===== config.mk =====
export PLATFORM = sky130hd
export DESIGN_NAME = bcd_scan_driver
export DESIGN_NICKNAME = d
export VERILOG_FILES = /design/src/rtl/bcd_scan_driver.sv
export SDC_FILE = /design/constraint.sdc
export NUM_CORES = 1
export LEC_CHECK = 0
export CAP_MARGIN = 40
export CORE_ASPECT_RATIO = 1.5
export CORE_MARGIN = 2
export CORE_UTILIZATION = 45
export CTS_BUF_LIST = sky130_fd_sc_hd__clkbuf_2 sky130_fd_sc_hd__clkbuf_4 sky130_fd_sc_hd__clkbuf_8
export CTS_CLUSTER_DIAMETER = 30
export CTS_CLUSTER_SIZE = 10
export DETAILED_ROUTE_END_ITERATION = 8
export PLACE_DENSITY = 0.65
export SYNTH_ARGS = -nofsm -noshare
export SYNTH_HDL_FRONTEND = slang
export SYNTH_SLANG_ARGS = --single-unit

===== constraint.sdc =====
create_clock -name clk -period 3.3 [get_ports clk]
set_input_delay 0.66 -clock clk [delete_from_list [all_inputs] [get_ports clk]]
set_output_delay 0.66 -clock clk [all_outputs]
set_load 0.005 [all_outputs]

===== src/rtl/bcd_scan_driver.sv =====
// bcd_scan_driver: serial double-dabble binary-to-BCD converter
// with a multiplexed, active-low digit scanner for a 7-seg decoder.
module bcd_scan_driver #(
    parameter int WIDTH    = 14,
    parameter int DIGITS   = 4,
    parameter int SCAN_DIV = 50000
) (
    input  logic              clk,
    input  logic              rst_n,
    input  logic              load,
    input  logic [WIDTH-1:0]  bin,
    input  logic              lz_blank,
    output logic              busy,
    output logic              ready,
    output logic [3:0]        digit_bcd,
    output logic [DIGITS-1:0] digit_sel
);

    localparam int BW = 4 * DIGITS;
    localparam int CW = $clog2(WIDTH + 1);
    localparam int PW = $clog2(SCAN_DIV);
    localparam int IW = (DIGITS > 1) ? $clog2(DIGITS) : 1;
    localparam longint unsigned MAX_V = (64'd10 ** DIGITS) - 64'd1;

    typedef enum logic {IDLE, SHIFT} state_e;

    state_e            state_q, state_d;
    logic [WIDTH-1:0]  shift_q, shift_d;
    logic [BW-1:0]     bcd_q, bcd_d;
    logic [CW-1:0]     cnt_q, cnt_d;
    logic              ovf_q, ovf_d;
    logic [BW-1:0]     disp_q, disp_d;
    logic              ready_q, ready_d;

    logic [PW-1:0]     pre_q, pre_d;
    logic [IW-1:0]     idx_q, idx_d;
    logic [DIGITS-1:0] sel_q, sel_d;
    logic [3:0]        nib_q, nib_d;

    logic [BW-2:0]     adj;
    logic [BW-1:0]     step_bcd;
    logic [BW-1:0]     blanked;
    logic              seen;
    logic              last;
    logic              commit;
    logic              tc;
    logic [IW-1:0]     idx_nxt;

    // Add-3 correction; the top nibble's MSB is shifted out, so skip it
    always_comb begin
        adj = bcd_q[BW-2:0];
        for (int i = 0; i < DIGITS - 1; i++) begin
            if (bcd_q[4*i +: 4] >= 4'd5)
                adj[4*i +: 4] = bcd_q[4*i +: 4] + 4'd3;
        end
        if (bcd_q[BW-1 -: 4] >= 4'd5)
            adj[BW-2 -: 3] = bcd_q[BW-2 -: 3] + 3'd3;
    end

    assign step_bcd = {adj, shift_q[WIDTH-1]};
    assign last     = (cnt_q == CW'(1));

    // Blank zero digits above the highest nonzero one; digit 0 always shows
    always_comb begin
        blanked = step_bcd;
        seen    = 1'b0;
        for (int i = DIGITS - 1; i > 0; i--) begin
            if (step_bcd[4*i +: 4] != 4'd0)
                seen = 1'b1;
            if (lz_blank && !seen)
                blanked[4*i +: 4] = 4'hF;
        end
    end

    // FSM state register
    always_ff @(posedge clk or negedge rst_n) begin
        if (!rst_n) state_q <= IDLE;
        else        state_q <= state_d;
    end

    // FSM next-state logic
    always_comb begin
        state_d = state_q;
        unique case (state_q)
            IDLE:    if (load) state_d = SHIFT;
            SHIFT:   if (last) state_d = IDLE;
            default: state_d = IDLE;
        endcase
    end

    // FSM outputs
    always_comb begin
        busy   = (state_q == SHIFT);
        commit = (state_q == SHIFT) && last;
    end

    // Conversion datapath next-state
    always_comb begin
        shift_d = shift_q;
        bcd_d   = bcd_q;
        cnt_d   = cnt_q;
        ovf_d   = ovf_q;
        disp_d  = disp_q;
        ready_d = 1'b0;
        if (state_q == IDLE && load) begin
            shift_d = bin;
            bcd_d   = '0;
            cnt_d   = CW'(WIDTH);
            ovf_d   = (64'(bin) > MAX_V);
        end else if (busy) begin
            shift_d = {shift_q[WIDTH-2:0], 1'b0};
            bcd_d   = step_bcd;
            cnt_d   = cnt_q - CW'(1);
        end
        if (commit) begin
            disp_d  = ovf_q ? '1 : blanked;
            ready_d = 1'b1;
        end
    end

    // Conversion datapath registers
    always_ff @(posedge clk or negedge rst_n) begin
        if (!rst_n) begin
            shift_q <= '0;
            bcd_q   <= '0;
            cnt_q   <= '0;
            ovf_q   <= 1'b0;
            disp_q  <= '1;
            ready_q <= 1'b0;
        end else begin
            shift_q <= shift_d;
            bcd_q   <= bcd_d;
            cnt_q   <= cnt_d;
            ovf_q   <= ovf_d;
            disp_q  <= disp_d;
            ready_q <= ready_d;
        end
    end

    // Scanner next-state; reads disp_d so a commit shows by the next advance
    always_comb begin
        tc      = (pre_q == PW'(SCAN_DIV - 1));
        idx_nxt = (idx_q == IW'(DIGITS - 1)) ? '0 : idx_q + IW'(1);
        pre_d   = tc ? '0 : pre_q + PW'(1);
        idx_d   = idx_q;
        sel_d   = sel_q;
        nib_d   = nib_q;
        if (tc) begin
            idx_d = idx_nxt;
            sel_d = ~(DIGITS'(1) << idx_nxt);
            for (int i = 0; i < DIGITS; i++) begin
                if (idx_nxt == IW'(i))
                    nib_d = disp_d[4*i +: 4];
            end
        end
    end

    // Scanner registers
    always_ff @(posedge clk or negedge rst_n) begin
        if (!rst_n) begin
            pre_q <= '0;
            idx_q <= '0;
            sel_q <= ~DIGITS'(1);
            nib_q <= 4'hF;
        end else begin
            pre_q <= pre_d;
            idx_q <= idx_d;
            sel_q <= sel_d;
            nib_q <= nib_d;
        end
    end

    assign ready     = ready_q;
    assign digit_bcd = nib_q;
    assign digit_sel = sel_q;

endmodule


==> summary.txt <==
Global route
  • Largest net degree at the start of global routing: between 60 and 70
  • First-pass GRT wire length: about 15,000 um
  • GR Overflow Total: 0
  • Initial antenna violation count: 0
  • Total GRT Usage: 18.13%
  • Vias in the first global route: roughly 3,200

Pwr
  • Total power: about 3.8 mW
  • Sw frac: 38.17%
  • Seq pwr share: between 40% and 50%
  • Switch Pwr: about 1.4 mW
  • Leakage power: roughly 2.1 nW
  • Pwr per Cell Area: between 700 and 800 nW/um^2
  • Worst-case vdd ir drop: roughly 0.43 mV
  • Clock network power share: between 10% and 20%
  • Comb pwr share: 40.0%
  • Int Pwr: 2.330 mW

Drt
  • Vias: ~3,100
  • Post-DRT Antenna Nets: 0
  • 1st-iter DRT viols: approximately 170
  • Post-Route WL: around 8600 um
  • Vias/cell: roughly 5.5
  • DR pass1 iterations: 4
  • DRC Markers: 0
  • Avg WL per Cell: between 15 and 20 um

Setup path
  • Arrival @ worst endpoint: roughly 1.8 ns
  • Worst path max stage delay: around 0.61 ns
  • CP Capture Type: primary output
  • CP top delay family: buffers and inverters
  • CP Class: flip-flop to primary output
  • CP max FO: 66
  • Crit path max-delay cell type: clkdlybuf4s50_1
  • CP startpoint: busy$_DFF_PN0_
  • Critical-path cell list: buf_4 -> clkdlybuf4s50_1
  • Setup crit start kind: flip-flop
  • CP Buf/Inv Count: 2
  • RR Startpoint: bcd_q[12]$_DFFE_PN0P_
  • Worst EP required: roughly 2.6 ns

Placed design
  • RD Place Congestion: 0.8342
  • DPL Wire Length: between 6000 and 7000 um
  • Post-Place Cell Area: between 4000 and 5000 um^2
  • Port-buffer cells: 27
  • Total placed cells including tap cells: 555
  • Pre-CTS setup slack: ~0.79 ns

Clock tree
  • Clk_lat worst skew: between 0.3 and 0.4 ns
  • CTS Hold Buffers Added: 0
  • TritonCTS sink count: between 70 and 80
  • CTS H-tree lvls: 3
  • Post-cts sizing count: 0
  • CTS tree: built
  • Root Buffer: clkbuf_8
  • Max clock buf depth: 2
  • Post-CTS Setup Inserts: 0
  • Cts bufs inserted: 9
  • Clk pin slew, worst setup/hold paths: roughly 0.090 ns

Floorplanning
  • Die X-Extent: ~83 um
  • Initial Utilization: between 40% and 50%
  • Full die area: slightly above 10,000 um^2
  • Core Box Area: just over 9000 um^2
  • Ports: 28
  • Die Ht: ~120 um
  • Row count: between 40 and 50

STA
  • Final min period: about 2.5 ns
  • Period utilization: 75.29%
  • Actual slew at the worst max-slew pin: ~0.62 ns
  • Setup ws final: a little over 0.8 ns
  • Setup TNS: 0 ns
  • Endpoints failing setup: 0
  • WHS: 0.1512 ns
  • Headroom to the max-slew limit: a little under 60%
  • Fin. Hold Viols: 0
  • FMAX: approximately 0.40 GHz
  • Setup Skew: around 0.013 ns
  • Final Max Slew Viols: 0
  • RSZ-0062 raised after global routing: no

Finish
  • Fillers: about 840
  • Area delta synth->final: 14.06%
  • Non-Filler Instances: between 500 and 600
  • Proportion of layout cells with a drive suffix above 1: around 15%
  • Final core occ: 52.20%
  • Final Net Count: just under 500
  • Commonest non-fill, non-tap cell in the layout: dfrtp_1
  • # diodes: 0
  • Most frequent cells in the layout: 55 x dfrtp_1, 49 x nand2_1, 37 x nor2_1
  • Post-route design area: slightly below 5000 um^2

Logic synthesis
  • Syn Inst Count: 427
  • Seq/Total Area, Yosys: 47.64%
  • Yosys cell types: slightly below 60
  • Net Count, Synth: 460
  • Mean Syn Cell Area: around 10 um^2
  • Cell Area, Synth: between 4000 and 5000 um^2
  • EDFF count, synth: 0
  • #FFs+latches synth: 79
  • Ys async rst share: 100.0%
  • YS warnings: 0
  • Synth Flop Type: dfrtp_1

Run
  • Max-cap viol count: 0

Worst hold path
  • Hold crit path type: input pin to async pin

Outcome
  • Status: finished, final reports clean
layer usage:
metal,GRT usage (%),up-vias,share of wire [%]
met1,20.90,1538,43
met2,31.10,44,51
li1,-,1543,-
met5,0,-,0
met4,10.55,0,3.5
met3,3.968,24,2.4
sequential cells by signal, indices dropped and copies added (netlist names):
name	cells
idx_q	2
ovf_q	1
digit_sel	4
busy	1
cnt_q	4
disp_q	16
shift_q	14
digit_bcd	4
ready	1
bcd_q	16
pre_q	16
Yosys cell counts (all sizes together), types with 2 or more instances:
library cell / count / area, um^2
nand3: 11 / 55.05
nor2: 38 / 150.1
xor2: 7 / 61.31
dfstp: 23 / 604.3
nor4: 2 / 18.77
nor4b: 2 / 32.53
a211o: 3 / 26.28
inv: 16 / 60.06
mux2: 2 / 22.52
buf: 7 / 43.79
nand2b: 14 / 87.58
and3: 6 / 42.54
o22a: 2 / 17.52
mux2i: 23 / 230.2
or3: 3 / 18.77
nor3: 8 / 45.04
ha: 15 / 187.7
and2: 5 / 31.28
nor3b: 9 / 67.56
o21ai: 36 / 183.9
o32a: 3 / 30.03
dfrtp: 56 / 1401
a21oi: 22 / 113.9
or2: 3 / 18.77
a31oi: 3 / 18.77
nand2: 50 / 190.2
nor2b: 5 / 31.28
a211oi: 4 / 30.03
a22oi: 4 / 40.03
clkbuf: 9 / 33.78
a21o: 5 / 37.54
o31ai: 10 / 85.08
xnor2: 9 / 78.83
path summary, 6_finish.rpt:
kind                                            endpoint  slack, ns  cells after the start
worst max-delay path                                busy       0.82                      2
worst min-delay path              shift_q[0]$_DFFE_PN0P_       0.15                      1
worst max register to register  digit_bcd[3]$_DFFE_PN1P_       0.85                      9
worst min register to register  digit_sel[2]$_DFFE_PN1N_       0.47                      2
max in group asynchronous       digit_sel[3]$_DFFE_PN1N_       2.52                      2
min in group clk                digit_sel[2]$_DFFE_PN1N_       0.47                      2
cell families after synthesis:
logic type | count (synthesis) | synth area share [%]
compound gates | 99 | 15.36
xor+xnor | 16 | 3.329
fa+ha+maj | 15 | 4.458
buf+inv | 32 | 3.269
flops | 79 | 47.64
mux | 25 | 6.003
simple gates | 161 | 19.94
power by group through the flow:
stage          combinational (mW)  clock, mW  sequential, mW
2_1_floorplan                1.17          0            1.48
5_1_grt                      1.72      0.806            1.56
4_1_cts                      1.52      0.763            1.52
3_3_place_gp                 1.47          0            1.52
3_5_place_dp                 1.51          0            1.54
6_report                     1.51      0.742            1.52
layout make-up:
class | count | area [um^2] | area share [%]
Multi-Input combinational cell | 316 | 2067 | 43.04
Clock buffer | 11 | 145.1 | 3.022
Timing Repair Buffer | 32 | 325.3 | 6.774
Sequential cell | 79 | 2007 | 41.79
Clock inverter | 5 | 57.56 | 1.199
Inverter | 16 | 60.06 | 1.251
Tap cell | 112 | 140.1 | 2.918
(Power assumes the default switching activity.)
